$ cat src/rtl/conv_pkg.sv
// Shared types and constants for the conv window sequencer slice.
package conv_pkg;

    localparam int unsigned VEC_W      = 64;
    localparam int unsigned CH_PER_VEC = 8;
    localparam int unsigned CH_SHIFT   = $clog2(CH_PER_VEC);

    typedef enum logic [1:0] {
        StIdle,
        StLoad,
        StStream,
        StDone
    } seq_state_t;

    typedef struct packed {
        logic [15:0] channels;
        logic [15:0] width;
        logic [15:0] height;
        logic        stride2;
    } cfg_t;

    // A frame needs at least one full 3x3 window and must fit the counters.
    function automatic logic cfg_bad(cfg_t c, int unsigned max_groups, int unsigned max_dim);
        logic [31:0] groups;
        logic [31:0] w;
        logic [31:0] h;
        groups = 32'(c.channels >> CH_SHIFT);
        w      = 32'(c.width);
        h      = 32'(c.height);
        return (c.channels == 16'd0) ||
               (c.channels[CH_SHIFT-1:0] != '0) ||
               (groups > max_groups) ||
               (w < 32'd3) || (h < 32'd3) ||
               (w > max_dim) || (h > max_dim);
    endfunction

endpackage

$ cat src/rtl/pos_counter.sv
// Nested channel-group / column / row position counter with wrap flags.
module pos_counter #(
    parameter int unsigned GW = 7,
    parameter int unsigned DW = 16
) (
    input  logic          clk_i,
    input  logic          rst_i,
    input  logic          clr_i,
    input  logic          en_i,
    input  logic [GW-1:0] g_max_i,
    input  logic [DW-1:0] col_max_i,
    input  logic [DW-1:0] row_max_i,
    output logic [GW-1:0] g_o,
    output logic [DW-1:0] col_o,
    output logic [DW-1:0] row_o,
    output logic          g_wrap_o,
    output logic          col_wrap_o,
    output logic          row_wrap_o
);

    logic [GW-1:0] g_q, g_d;
    logic [DW-1:0] col_q, col_d;
    logic [DW-1:0] row_q, row_d;

    assign g_wrap_o   = (g_q == g_max_i);
    assign col_wrap_o = (col_q == col_max_i);
    assign row_wrap_o = (row_q == row_max_i);

    always_comb begin
        g_d   = g_q;
        col_d = col_q;
        row_d = row_q;
        if (clr_i) begin
            g_d   = '0;
            col_d = '0;
            row_d = '0;
        end else if (en_i) begin
            if (!g_wrap_o) begin
                g_d = g_q + 1'b1;
            end else begin
                g_d = '0;
                if (!col_wrap_o) begin
                    col_d = col_q + 1'b1;
                end else begin
                    col_d = '0;
                    row_d = row_wrap_o ? '0 : row_q + 1'b1;
                end
            end
        end
    end

    always_ff @(posedge clk_i) begin
        if (rst_i) begin
            g_q   <= '0;
            col_q <= '0;
            row_q <= '0;
        end else begin
            g_q   <= g_d;
            col_q <= col_d;
            row_q <= row_d;
        end
    end

    assign g_o   = g_q;
    assign col_o = col_q;
    assign row_o = row_q;

endmodule

$ cat src/rtl/conv_window_sequencer.sv
// Frame controller: latches the layer config, gates the pixel-vector stream into the
// 3x3 window generator and tags each window with its post-stride output position.
module conv_window_sequencer
    import conv_pkg::*;
#(
    parameter int unsigned MAX_GROUPS = 128,
    parameter int unsigned MAX_DIM    = 1024
) (
    input  logic             clk,
    input  logic             rst,
    input  logic             start,
    input  logic [15:0]      cfg_in_channels,
    input  logic [15:0]      cfg_img_width,
    input  logic [15:0]      cfg_img_height,
    input  logic             cfg_stride2,
    output logic             busy,
    output logic             done,
    output logic             cfg_err,
    input  logic             s_valid,
    input  logic [VEC_W-1:0] s_data,
    output logic             s_ready,
    output logic             win_rst,
    output logic             win_data_valid,
    output logic [VEC_W-1:0] win_pixel,
    output logic             m_valid,
    input  logic             m_ready,
    output logic             m_last_group,
    output logic             m_last,
    output logic [15:0]      m_row,
    output logic [15:0]      m_col
);

    localparam int unsigned GW = (MAX_GROUPS > 1) ? $clog2(MAX_GROUPS) : 1;

    seq_state_t state_q, state_d;
    cfg_t       cfg_q, cfg_d, cfg_in;
    logic       cfg_err_q, cfg_err_d;

    logic [GW-1:0] g, g_max;
    logic [15:0]   row, col;
    logic [15:0]   row_max, col_max;
    logic [15:0]   last_row, last_col;
    logic          g_wrap, col_wrap, row_wrap;
    logic          pos_ok, accept, frame_end;

    assign cfg_in = '{
        channels: cfg_in_channels,
        width:    cfg_img_width,
        height:   cfg_img_height,
        stride2:  cfg_stride2
    };

    assign g_max   = GW'((cfg_q.channels >> CH_SHIFT) - 16'd1);
    assign col_max = cfg_q.width - 16'd1;
    assign row_max = cfg_q.height - 16'd1;

    // With stride 2 the final output sits on the largest even index, not the edge.
    assign last_col = cfg_q.stride2 ? {col_max[15:1], 1'b0} : col_max;
    assign last_row = cfg_q.stride2 ? {row_max[15:1], 1'b0} : row_max;

    pos_counter #(
        .GW (GW),
        .DW (16)
    ) u_pos_counter (
        .clk_i      (clk),
        .rst_i      (rst),
        .clr_i      (state_q == StLoad),
        .en_i       (accept),
        .g_max_i    (g_max),
        .col_max_i  (col_max),
        .row_max_i  (row_max),
        .g_o        (g),
        .col_o      (col),
        .row_o      (row),
        .g_wrap_o   (g_wrap),
        .col_wrap_o (col_wrap),
        .row_wrap_o (row_wrap)
    );

    assign pos_ok = (row >= 16'd2) && (col >= 16'd2) &&
                    (!cfg_q.stride2 || (!row[0] && !col[0]));

    assign accept    = (state_q == StStream) && s_valid && s_ready;
    assign frame_end = accept && g_wrap && col_wrap && row_wrap;

    always_comb begin
        state_d   = state_q;
        cfg_d     = cfg_q;
        cfg_err_d = cfg_err_q;
        case (state_q)
            StIdle: begin
                if (start) begin
                    cfg_d     = cfg_in;
                    cfg_err_d = cfg_bad(cfg_in, MAX_GROUPS, MAX_DIM);
                    state_d   = cfg_err_d ? StDone : StLoad;
                end
            end
            StLoad:   state_d = StStream;
            StStream: if (frame_end) state_d = StDone;
            StDone:   state_d = StIdle;
            default:  state_d = StIdle;
        endcase
    end

    always_ff @(posedge clk) begin
        if (rst) begin
            state_q   <= StIdle;
            cfg_q     <= '0;
            cfg_err_q <= 1'b0;
        end else begin
            state_q   <= state_d;
            cfg_q     <= cfg_d;
            cfg_err_q <= cfg_err_d;
        end
    end

    always_comb begin
        s_ready        = 1'b0;
        win_data_valid = 1'b0;
        m_valid        = 1'b0;
        m_last_group   = 1'b0;
        m_last         = 1'b0;
        m_row          = 16'd0;
        m_col          = 16'd0;
        if (state_q == StStream) begin
            // Only windows that produce an output wait on the consumer.
            s_ready        = !pos_ok || m_ready;
            win_data_valid = s_valid && s_ready;
            m_valid        = s_valid && pos_ok;
            m_last_group   = g_wrap;
            m_last         = m_valid && g_wrap && (row == last_row) && (col == last_col);
            if (m_valid) begin
                m_row = (row - 16'd2) >> cfg_q.stride2;
                m_col = (col - 16'd2) >> cfg_q.stride2;
            end
        end
    end

    assign busy      = (state_q == StLoad) || (state_q == StStream);
    assign done      = (state_q == StDone);
    assign cfg_err   = cfg_err_q;
    assign win_rst   = rst || (state_q != StStream);
    assign win_pixel = s_data;

endmodule

$ cat config.mk
export PLATFORM = sky130hd
export DESIGN_NAME = conv_window_sequencer
export DESIGN_NICKNAME = d
export VERILOG_FILES = /design/src/rtl/conv_pkg.sv /design/src/rtl/pos_counter.sv /design/src/rtl/conv_window_sequencer.sv
export SDC_FILE = /design/constraint.sdc
export NUM_CORES = 1
export LEC_CHECK = 0
export CAP_MARGIN = 20
export CORE_MARGIN = 1
export CORE_UTILIZATION = 30
export CTS_CLUSTER_SIZE = 16
export DETAILED_ROUTE_END_ITERATION = 6
export RECOVER_POWER = 25
export SYNTH_ARGS = -nofsm -noshare
export SYNTH_HDL_FRONTEND = slang
export SYNTH_SLANG_ARGS = --single-unit
$ cat constraint.sdc
create_clock -name clk -period 2.8 [get_ports clk]
set_input_delay 0.56 -clock clk [delete_from_list [all_inputs] [get_ports clk]]
set_output_delay 0.56 -clock clk [all_outputs]
set_load 0.005 [all_outputs]
# == Word level (Yosys, flattened, before mapping) ==
# Index checks and enable logic that the tools add are counted.
# totals
reg_bits,85
inputBits,118
# classes
n_mux,18
reduce_logical,35
n_eq_ne,11
n_addsub,8
order_cmp,7
n_shift,2
# op_table
op,count
$mux W16,6
$eq A16 B16 Y1,4
$add A16 B1 Y16 const B,2
$ge A16 B2 Y1 const B,2
$gt A16 B11 Y1 const B,2
$lt A16 B2 Y1 const B,2
$shr A16 B1 Y16,2
$sub A16 B1 Y16 const B,2
$sub A16 B2 Y16 const B,2
$logic_not A16 Y1,1
$gt A13 B8 Y1 const B,1
$logic_and A1 B1 Y1,13
$logic_or A1 B1 Y1,10
$pmux W2 S4,1
$add A7 B1 Y7 const B,1
$eq A7 B7 Y1,1
$mux W1,7
$mux W7,1
$sub A7 B1 Y7 const B,1
$mux W2,3
$ne A2 B2 Y1 const B,3
$reduce_and A2 Y1,3
$eq A2 B2 Y1 const B,2
$logic_not A1 Y1,4
5 further kinds,5

# == Longest topological paths before layout ==
# Gate-level depths: netlist of the first run.
# depth
word_depth,13
mapped_depth,13
depth_no_buf,10

# == By module ==
# Synthesis of the first run repeated with hierarchy kept, for this count alone.
# unflattened
hier_cells,992
area_unflattened_um2,7214.4
# by_module_without_submodules
mod,area_each_um2,n_inst,cells_per_inst
conv_window_sequencer,4740.8,1,685
pos_counter,2473.6,1,307

# == Worst setup path before layout of the first run ==
# Ideal clock, no wire load.
# synth_timing
kind,register to output
from,register cfg_q[17] (netlist name)
to,output m_last
setup_slack_ps,-356
arrival_time_ps,2596
path_stages_with_launch,11
path_cell_list,dfxtp_1 inv_1 ha_1 nor3b_1 clkbuf_1 nand4_1 nor4bb_1 nor4_1 nand3_1 or4b_2 nor3_1
# synth_via
elab_chain_len,5
# synth_lines
element,line_no,source
"start, declared",conv_window_sequencer.sv:36,"cfg_t cfg_q, cfg_d, cfg_in;"
"start signal, assigned",conv_window_sequencer.sv:112,cfg_q <= cfg_d;
$sub A16 B1 Y16 *,conv_window_sequencer.sv:54,assign col_max = cfg_q.width - 16'd1;
$mux W1,conv_window_sequencer.sv:58,"assign last_col = cfg_q.stride2 ? {col_max[15:1], 1'b0} : col_max;"
$eq A16 B16 Y1 *,conv_window_sequencer.sv:131,m_last = m_valid && g_wrap && (row == last_row) && (col == last_col);
$logic_and A1 B1 Y1 *,conv_window_sequencer.sv:131,
$mux W1 *,conv_window_sequencer.sv:125,if (state_q == StStream) begin
"end, declared",conv_window_sequencer.sv:28,"output logic m_last,"
# Every way passes the cells marked *; elsewhere a longest branch is shown, timed or not.

# == Worst setup path in the final report of the first run ==
# layout_timing
from,register cfg_q[8] (netlist name)
to,output m_last
# layout_via
elab_chain_len,5
# layout_lines
element,line_no,source
$sub A16 B1 Y16,conv_window_sequencer.sv:55,assign row_max = cfg_q.height - 16'd1;
$eq A16 B16 Y1,conv_window_sequencer.sv:131,
$logic_and A1 B1 Y1 (2 in series),conv_window_sequencer.sv:131,
$mux W1,conv_window_sequencer.sv:125,
# Every way passes these cells.

==> results of run 1 <==
[layout make-up]
cell class | instances | area share
multi-input cells | 677 | 0.489
repair buffers | 329 | 0.277
clock inverters | 6 | 0.00691
flip-flops and latches | 82 | 0.160
inverters | 25 | 0.00981
well taps | 280 | 0.0339
clock buffers | 10 | 0.0231
[report_power, final]
group	internal, mW	leakage [nW]	switching, mW
clock network	0.725	0.146	0.522
registers	1.29	0.671	0.0991
logic	1.34	3.40	1.38
[timing repair]
item,4_1_cts,5_1_grt
buffers inserted,53,17
pin swaps,69,50
hold buffers,0,0
setup endpoints to repair,71,78
gates resized for setup,316,92
gates cloned,8,0
[metrics by stage]
| step | setup WS, ps | power (mW) | hold slack (ps) | area, µm² | util |
|---|---|---|---|---|---|
| detailed placement | -1410 | 3.58 | 460 | 8530 | 0.387 |
| global route | -644 | 5.64 | 490 | 10300 | 0.469 |
| global placement | -1300 | 3.55 | 458 | 8530 | 0.387 |
| CTS | -540 | 5.22 | 470 | 9910 | 0.450 |
| floorplan | -241 | 2.77 | 448 | 6850 | - |
| finish | -521 | 5.35 | 472 | 10300 | 0.469 |
[how the worst max path moves through the flow]
| stage | startpoint | to | depth (start not counted) |
|---|---|---|---|
| floorplan | u_pos_counter.col_o[9] | u_pos_counter.row_o[11] | 11 |
| global placement | cfg_q[21] | m_last | 8 |
| detailed placement | cfg_q[21] | m_last | 8 |
| CTS | cfg_q[18] | m_last | 9 |
| global route | cfg_q[8] | m_last | 8 |
| finish | cfg_q[8] | m_last | 8 |
[flip-flops by register name, summed over array words and instances (netlist names)]
signal / count
cfg_err: 1
cfg_q: 40
state_q: 2
u_pos_counter.col_o: 16
u_pos_counter.g_o: 7
u_pos_counter.row_o: 16
[placed cells by master (no fill, tap or decap), types with 5 or more instances in the layout]
master	n
buf_4	176
nor4_1	20
inv_1	19
buf_2	34
clkbuf_16	9
clkdlybuf4s50_1	57
and2_1	6
nand3b_1	5
o31ai_1	9
nor2_4	16
nand4_1	15
xor2_1	29
buf_6	52
and3_1	9
or4_4	6
xnor2_2	7
nand2_1	118
or4_1	12
buf_12	5
ha_1	15
dfxtp_2	9
nor3_2	12
a21oi_1	59
nand3_1	21
a21oi_2	8
or3_4	5
xnor2_1	52
a211oi_2	10
nor4_4	6
nor3_1	13
nand2b_1	9
nor2_2	10
inv_2	5
o21ai_0	9
dfxtp_1	73
mux2i_1	9
nor2_1	64
or3_1	9
[worst max-delay path: stages, from the launching register on]
cell,delay [ps]
dfxtp_1,310
or4_4,550
or3_1,410
a32oi_2,210
mux2i_1,150
nor4b_4,320
nand3_2,120
nor3_4,200
buf_2,140
[routing by layer]
metal | vias to the layer above | wire length [µm] | global-route usage
met5 | - | 0 | 0
met4 | 0 | 397 | 0.0741
met3 | 31 | 1350 | 0.0279
met2 | 231 | 10600 | 0.299
met1 | 3425 | 10700 | 0.263
li1 | 3561 | - | -
[cell families (layout without fill, tap and decap cells)]
| family | after synthesis | count (layout) | share of synthesized area |
|---|---|---|---|
| mux | 11 | 11 | 0.0163 |
| buf+inv | 157 | 370 | 0.149 |
| flops | 82 | 82 | 0.241 |
| xor+xnor | 90 | 90 | 0.118 |
| simple gates | 393 | 397 | 0.291 |
| fa+ha+maj | 17 | 17 | 0.0312 |
| compound gates | 162 | 162 | 0.154 |
==> metrics, run 1 <==
H-tree levels 3; top-area cell type share of the netlist area 0.241; worst r2r path cells 11; I/O pins between 200 and 250; Slew HR 0.264; Synth Area per Inst 7.47 µm²; Multi-input gate area 5050 µm²; drt drc 19; total gr overflow 0; first-pass GRT wire length roughly 36 mm; minimum clock period 3320 ps; worst hold path depth 2; Worst-Margin Slew ~1100 ps; initial antenna violation count 0; CP startpoint kind register; hold path startpoint cfg_q[16]; syn nets ~1,000; clk_lat worst skew 350 ps; Post-synth top cells nand2_1 (121), nor2_1 (90), dfxtp_1 (82), a21oi_1 (68), buf_4 (66); layout overhead on the synthesized area 51.5%; RSZ-0062 raised after global routing yes; Setup Viol. Count Final 72; R2R Path Start u_pos_counter.col_o[10]; CTS Buffer Depth 2; worst vdd ir 0.349 mV; Top FF cell, synth dfxtp_1; hold worst-path end cfg_q[16]; initial cell density of the core 0.309; Setup Skew 9.78 ps; largest net degree at the start of global routing 47; failing checks design-rule violations, negative setup slack; sequential area share after synthesis 0.241; flops & latches, synth just over 80; Clock transition at path regs 60 ps; vias post-DR 7,248; reg2reg setup slack -330 ps; Max-Cap Viols 0; WL final 23.1 mm; outcome complete, but fails checks; CTS root buf clkbuf_16; cell taking the most area after synthesis dfxtp_1; CTS tree done; CP Data Arrival Time 2760 ps; TNS Setup -22,260 ps; worst setup margin -521 ps; Num CTS Buffers 9; Die X 153 µm; Lkg Pwr 4.22 nW; post-route ant nets 0; PortBufs 94; final period utilization 1.19; core area 22,000 µm²; worst min path class reg -> reg; DP Wirelength approximately 16 mm; Async SR Flop Fraction 0; Post-synth EDFFs 0; Final Hold Vio Count 0; Antenna Cells 0; worst reg2reg path endpoint u_pos_counter.row_o[13]; CP max FO 3; non-filler cells, final between 1,000 and 1,500; Critical Path RT 2240 ps; DR WL/cell roughly 16 µm; CP Capture Type output pin; DR vias/cell 5.14; die footprint 23,300 µm²; dominant cells by area after synthesis dfxtp_1 (24%), xnor2_1 (7.6%), buf_4 (7.3%), nand2_1 (6.7%), a21oi_1 (5.0%); clk sink count 82; first-iteration detailed-routing DRC count 527; Syn Inst Count between 900 and 1,000; top-count cell post-synth nand2_1; layout cells sized above 1 0.397; Tot GR Track Use 0.191; PwrDens 518 nW/µm²; Detailed Routing Iterations Pass 1 7; synthesized area approximately 7000 µm²; Final Max Slew Viols 0; distinct cell type count after synthesis 71; # rows 54; register area 1650 µm²; placed cell count 1,327; routability cong. 0.864; Layout Nets 1,259; Filler cells 2,078; CP Class reg -> out; Yosys warning count 0; Fmax 0.301 GHz; die height around 150 µm; vias in the first global route 6,990
Power figures use the tool's default switching activity.
==> inputs of run 2 (changes only) <==
Settings changed: CORE_MARGIN 1 to unset, PLACE_DENSITY set to 0.66.
Clock period 2.8 ns to 3.8 ns, I/O delays scaled along.
==> run 2 against run 1 <==
The run ends with design-rule violations left. Power fell by 35%. Count of clock-buffer cells in the layout is 1 higher. Sequential share of layout area increased by 3.3 points. Die area is the same. First-iteration DRC count shrank 27%. Combinational power shrank 39%. Routed wire length shrank 15%. Cell area is 18% lower. Global-route usage decreased by 2.6 points. Clock power shrank 35%. Sequential power down 25%. Critical path type unchanged. Largest cell class unchanged. Highest routed layer unchanged.
==> metrics, run 2 (synthesized netlist as in run 1, its figures left out) <==
Worst-Margin Slew 793 ps; minimum clock period 3680 ps; max reg flops 40; die height 153 µm; most frequent cells in the layout nand2_1 (120), nor2_1 (90), buf_4 (88), clkdlybuf4s50_1 (80), dfxtp_1 (78); core area approximately 22,000 µm²; hold path startpoint cfg_q[16]; DP Wirelength 14.5 mm; Tot GR Track Use 0.165; worst vdd ir 0.298 mV; Lkg Pwr approximately 3.4 nW; Slew HR 0.471; crit path to m_col[4]; worst r2r path cells 17; outcome complete, but fails checks; Hold Buf Count CTS 0; Clock transition at path regs 60 ps; RSZ-0062 raised after global routing no; vias in the first global route between 6,000 and 7,000; H-tree levels 3; CP startpoint kind register; Layout Nets 1,116; Setup Skew 7.63 ps; non-filler cells, final 1,266; reg2reg setup slack 160 ps; worst min path class reg -> reg; I/O pins 223; largest net degree at the start of global routing 47; placed cell count about 1,200; most common cell after layout, fill and taps aside nand2_1; vias post-DR about 6,600; WL final 19.6 mm; Die X 153 µm; crit path launch u_pos_counter.col_o[10]; # rows 54; final period utilization 0.969; Area after DPL around 7800 µm²; CTS root buf clkbuf_16; Num CTS Buffers 9; Final Max Slew Viols 0; drt drc 22; Detailed Routing Iterations Pass 1 7; routability cong. 0.912; failing checks design-rule violations; Biggest register cfg_q; post-route ant nets 0; CP Class reg -> out; layout cells sized above 1 0.174; worst reg2reg path endpoint u_pos_counter.row_o[9]; clk sink count 82; register area 1650 µm²; Final Hold Vio Count 0; post-layout instance area 8510 µm²; Filler cells 2,272; CTS Buffer Depth 2; DR WL/cell 15.5 µm; Placement Setup Slack -471 ps; initial cell density of the core 0.309; CTS tree done; PwrDens 410 nW/µm²; first-iteration detailed-routing DRC count 387; layout overhead on the synthesized area 24.9%; die footprint 23,300 µm²; clk_lat worst skew 350 ps; DR vias/cell 5.22; CP Capture Type output pin; CP max FO 15; total gr overflow 0; Antenna Cells 0; Setup Viol. Count Final 0; Fmax between 0.2 and 0.3 GHz; first-pass GRT wire length 31.3 mm; Multi-input gate area between 4000 and 5000 µm²; R2R Path Start cfg_q[17]; worst setup margin between 100 and 150 ps; total power 3.49 mW; Critical Path RT 3040 ps; initial antenna violation count 0; PortBufs 94; Max-Cap Viols 0; Final Core Density 0.387; CP Data Arrival Time 2920 ps
-- run 2: changes by cell type in the layout (fill, tap and decap cells not counted), moves of 7 or more --
cell	before	now
buf_4	176	88
buf_6	52	3
buf_2	34	0
nor2_1	64	90
clkdlybuf4s50_1	57	80
nor2_4	16	0
dlymetal6s2s_1	0	13
a211oi_1	1	13
nor2_2	10	0
nor3_1	13	22
nor3_2	12	3
a211oi_2	10	2
o21ai_0	9	16
-- run 2: worst max-delay path: stages (launching register included) --
cell             delay (ps)
dfxtp_2                 340
buf_6                   150
or4_4                   540
a2111o_1                420
o221ai_2                200
inv_1                   100
nand3_4                 140
clkbuf_16               180
a21oi_1                  50
clkdlybuf4s50_1         450
-- run 2: how the worst min path moves through the flow --
stage	cells after the start	slack, ps	to
CTS	2	470	cfg_q[16]
global placement	2	460	cfg_q[16]
finish	2	470	cfg_q[16]
global route	2	500	cfg_q[32]
floorplan	2	450	cfg_q[16]
detailed placement	2	460	cfg_q[16]
-- run 2: repair_timing --
action / 4_1_cts / 5_1_grt
resized for setup: 28 / 50
setup buffers: 14 / 6
endpoints found under the setup margin: 20 / 69
cloned: 2 / 2
pin swaps: 30 / 20
-- run 2: cell type report --
cell class / instances / area share
multi-input cells: 676 / 0.522
repair buffers: 187 / 0.201
flip-flops and latches: 82 / 0.193
well taps: 280 / 0.0412
clock buffers: 11 / 0.0285
inverters: 25 / 0.0110
clock inverters: 5 / 0.00353
-- run 2: metrics by stage --
stage	TNS [ps]	hold slack, ps
after detailed placement	-471	460
final	0	466
after floorplan	0	448
after global placement	-407	457
after CTS	-2960	469
after global routing	0	495
-- run 2: per-layer routing --
metal / global-route usage / vias up / part of all wire
met5: 0 / - / 0
met4: 0.0433 / 0 / 0.0093
met3: 0.0350 / 19 / 0.068
met2: 0.253 / 196 / 0.43
met1: 0.233 / 3111 / 0.49
li1: - / 3287 / -
-- run 2: report_power, final --
group | internal, mW | total (mW) | switching, mW
clock network | 0.457 | 0.817 | 0.360
registers | 0.951 | 1.04 | 0.0906
logic | 0.777 | 1.64 | 0.858
total | 2.18 | 3.49 | 1.31
==> inputs of run 3 (changes only) <==
Settings changed: GPL_ROUTABILITY_DRIVEN set to 1, RECOVER_POWER 25 to 100.
==> run 3 against run 2 <==
The flow finishes with violations (design-rule violations, max-capacitance violations, max-slew violations). Utilization about the same. Power decreased by 0.34%. Routed wire length barely moved. Cell area is 0.10% lower. Final cell count is the same. First-iteration DRC count down 1.6%. Fmax is essentially flat. Critical path depth unchanged. Sequential power about the same. Die area stayed put. Clock skew barely moved.
==> metrics, run 3 (synthesized netlist as in run 1, its figures left out) <==
CP max FO 15; Worst-Margin Slew approximately 1700 ps; outcome complete, but fails checks; met1 Usage GRT 0.233; post-route ant nets 0; RSZ-0062 raised after global routing no; biggest cell delay along the critical path 540 ps; crit path to m_col[15]; initial antenna violation count 0; first-pass GRT wire length 31.3 mm; Fmax roughly 0.27 GHz; Clock transition at path regs roughly 60 ps; Critical Path RT just over 3000 ps; CP Class reg -> out; CP Capture Type output pin; most common cell after layout, fill and taps aside nand2_1; WL final 19.7 mm; reg2reg setup slack about 170 ps; worst vdd ir 0.297 mV; crit path launch u_pos_counter.col_o[10]; core area 22,000 µm²; layout cells sized above 1 0.171; Detailed Routing Iterations Pass 1 7; clk_lat worst skew 350 ps; CTS root buf clkbuf_16; clk sink count 82; Num CTS Buffers 9; worst setup margin ~120 ps; first-iteration detailed-routing DRC count 381; CTS tree done; vias in the first global route roughly 6,000; DR WL/cell between 15 and 20 µm; I/O pins 223; Layout Nets between 1,000 and 1,500; Antenna Cells 0; Final Hold Vio Count 0; Hold Buf Count CTS 0; Die X 153 µm; GRT Max-Usage Layer met2; met2 Usage GRT 0.253; worst reg2reg path endpoint u_pos_counter.row_o[9]; CP cell instances buf_6 > or4_4 > a2111o_1 > o221ai_2 > inv_1 > nand3_4 > clkbuf_16 > nor3_1 > clkdlybuf4s50_1; Psw ~1.3 mW; Combinational Power Share 0.466; Max-Cap Viols 1; DP Wirelength 14.5 mm; die footprint 23,300 µm²; Slew HR -0.152; drt drc 23; worst hold slack 466 ps; worst r2r path cells 17; Biggest register cfg_q; Setup Viol. Count Final 0; Internal 2.18 mW; final period utilization 0.969; Area after DPL 7770 µm²; Filler cells 2,272; PortBufs 94; PwrDens 409 nW/µm²; initial cell density of the core 0.309; Seq pwr share 0.299; met3 usage 0.0350; # rows 54; Clk pwr share 0.235; layout overhead on the synthesized area 24.8%; Setup Skew about 7.6 ps; routability cong. 0.912; CP startpoint kind register; Final Max Slew Viols between 40 and 50; vias post-DR 6,612; minimum clock period 3680 ps; CTS Buffer Depth 2; largest net degree at the start of global routing 47; DR vias/cell 5.22; worst min path class reg -> reg; most frequent cells in the layout nand2_1 (120), nor2_1 (90), buf_4 (86), dfxtp_1 (78), clkdlybuf4s50_1 (75); slowest stage cell, crit path or4_4; Tot GR Track Use 0.165; R2R Path Start cfg_q[17]; total gr overflow 0; Lkg Pwr 3.44 nW; H-tree levels 3; max reg flops 40; failing checks design-rule violations, max-capacitance violations, max-slew violations; post-layout instance area 8500 µm²; Final Core Density 0.386; die height 153 µm; CP Data Arrival Time 2920 ps; Placement Setup Slack -471 ps; Sw Ratio 0.375
==> run 3: changes by cell type in the layout (fill, tap and decap cells not counted), sizes merged <==
cell	delta
clkdlybuf4s50	-5
buf	-2
clkbuf	+2
dlygate4sd3	+5
==> run 3: metal layers <==
metal,vias up,part of all wire
met5,-,0
li1,3286,-
met1,3108,0.50
met3,19,0.063
met2,199,0.43
met4,0,0.0091
==> run 3: worst min path at each step <==
stage | endpoint | depth (start not counted) | from
after floorplan | cfg_q[16] | 2 | cfg_q[16]
after global placement | cfg_q[16] | 2 | cfg_q[16]
after detailed placement | cfg_q[16] | 2 | cfg_q[16]
after CTS | cfg_q[16] | 2 | cfg_q[16]
after global routing | cfg_q[32] | 2 | cfg_q[32]
final | cfg_q[16] | 2 | cfg_q[16]
==> run 3: per-stage QoR <==
stage | power, mW | instances | TNS, ps
6_report | 3.48 | 1266 | 0
5_1_grt | 3.71 | 1266 | 0
4_1_cts | 3.46 | 1264 | -2960
3_5_place_dp | 2.46 | 1232 | -471
3_3_place_gp | 2.44 | 1232 | -407
2_1_floorplan | 2.02 | 912 | 0
==> run 3: critical path, delay by kind of cell (launching register included) <==
| kind | cells | cell delay [ps] |
|---|---|---|
| buf+inv | 4 | 890 |
| simple gates | 3 | 730 |
| compound gates | 2 | 620 |
| flops | 1 | 340 |
==> run 3: layout make-up <==
cell class              instances  area [µm²]  area share
flip-flops and latches         82        1650       0.194
clock inverters                 5        30.0     0.00353
multi-input cells             676        4440       0.522
repair buffers                187        1700       0.200
clock buffers                  11         243      0.0285
well taps                     280         350      0.0412
inverters                      25        93.8      0.0110
==> run 3: power by group through the flow <==
| stage | clock, mW | sequential, mW | combinational (mW) |
|---|---|---|---|
| finish | 0.817 | 1.04 | 1.62 |
| global route | 0.870 | 1.06 | 1.79 |
| CTS | 0.828 | 1.04 | 1.59 |
| detailed placement | 0 | 1.05 | 1.41 |
| global placement | 0 | 1.05 | 1.39 |
| floorplan | 0 | 1.04 | 0.978 |
==> run 3: what timing repair did <==
item	in CTS	in global routing
gates resized for setup	28	50
pin swaps	30	20
endpoints found under the setup margin	20	69
cloned	2	2
setup buffers	14	6
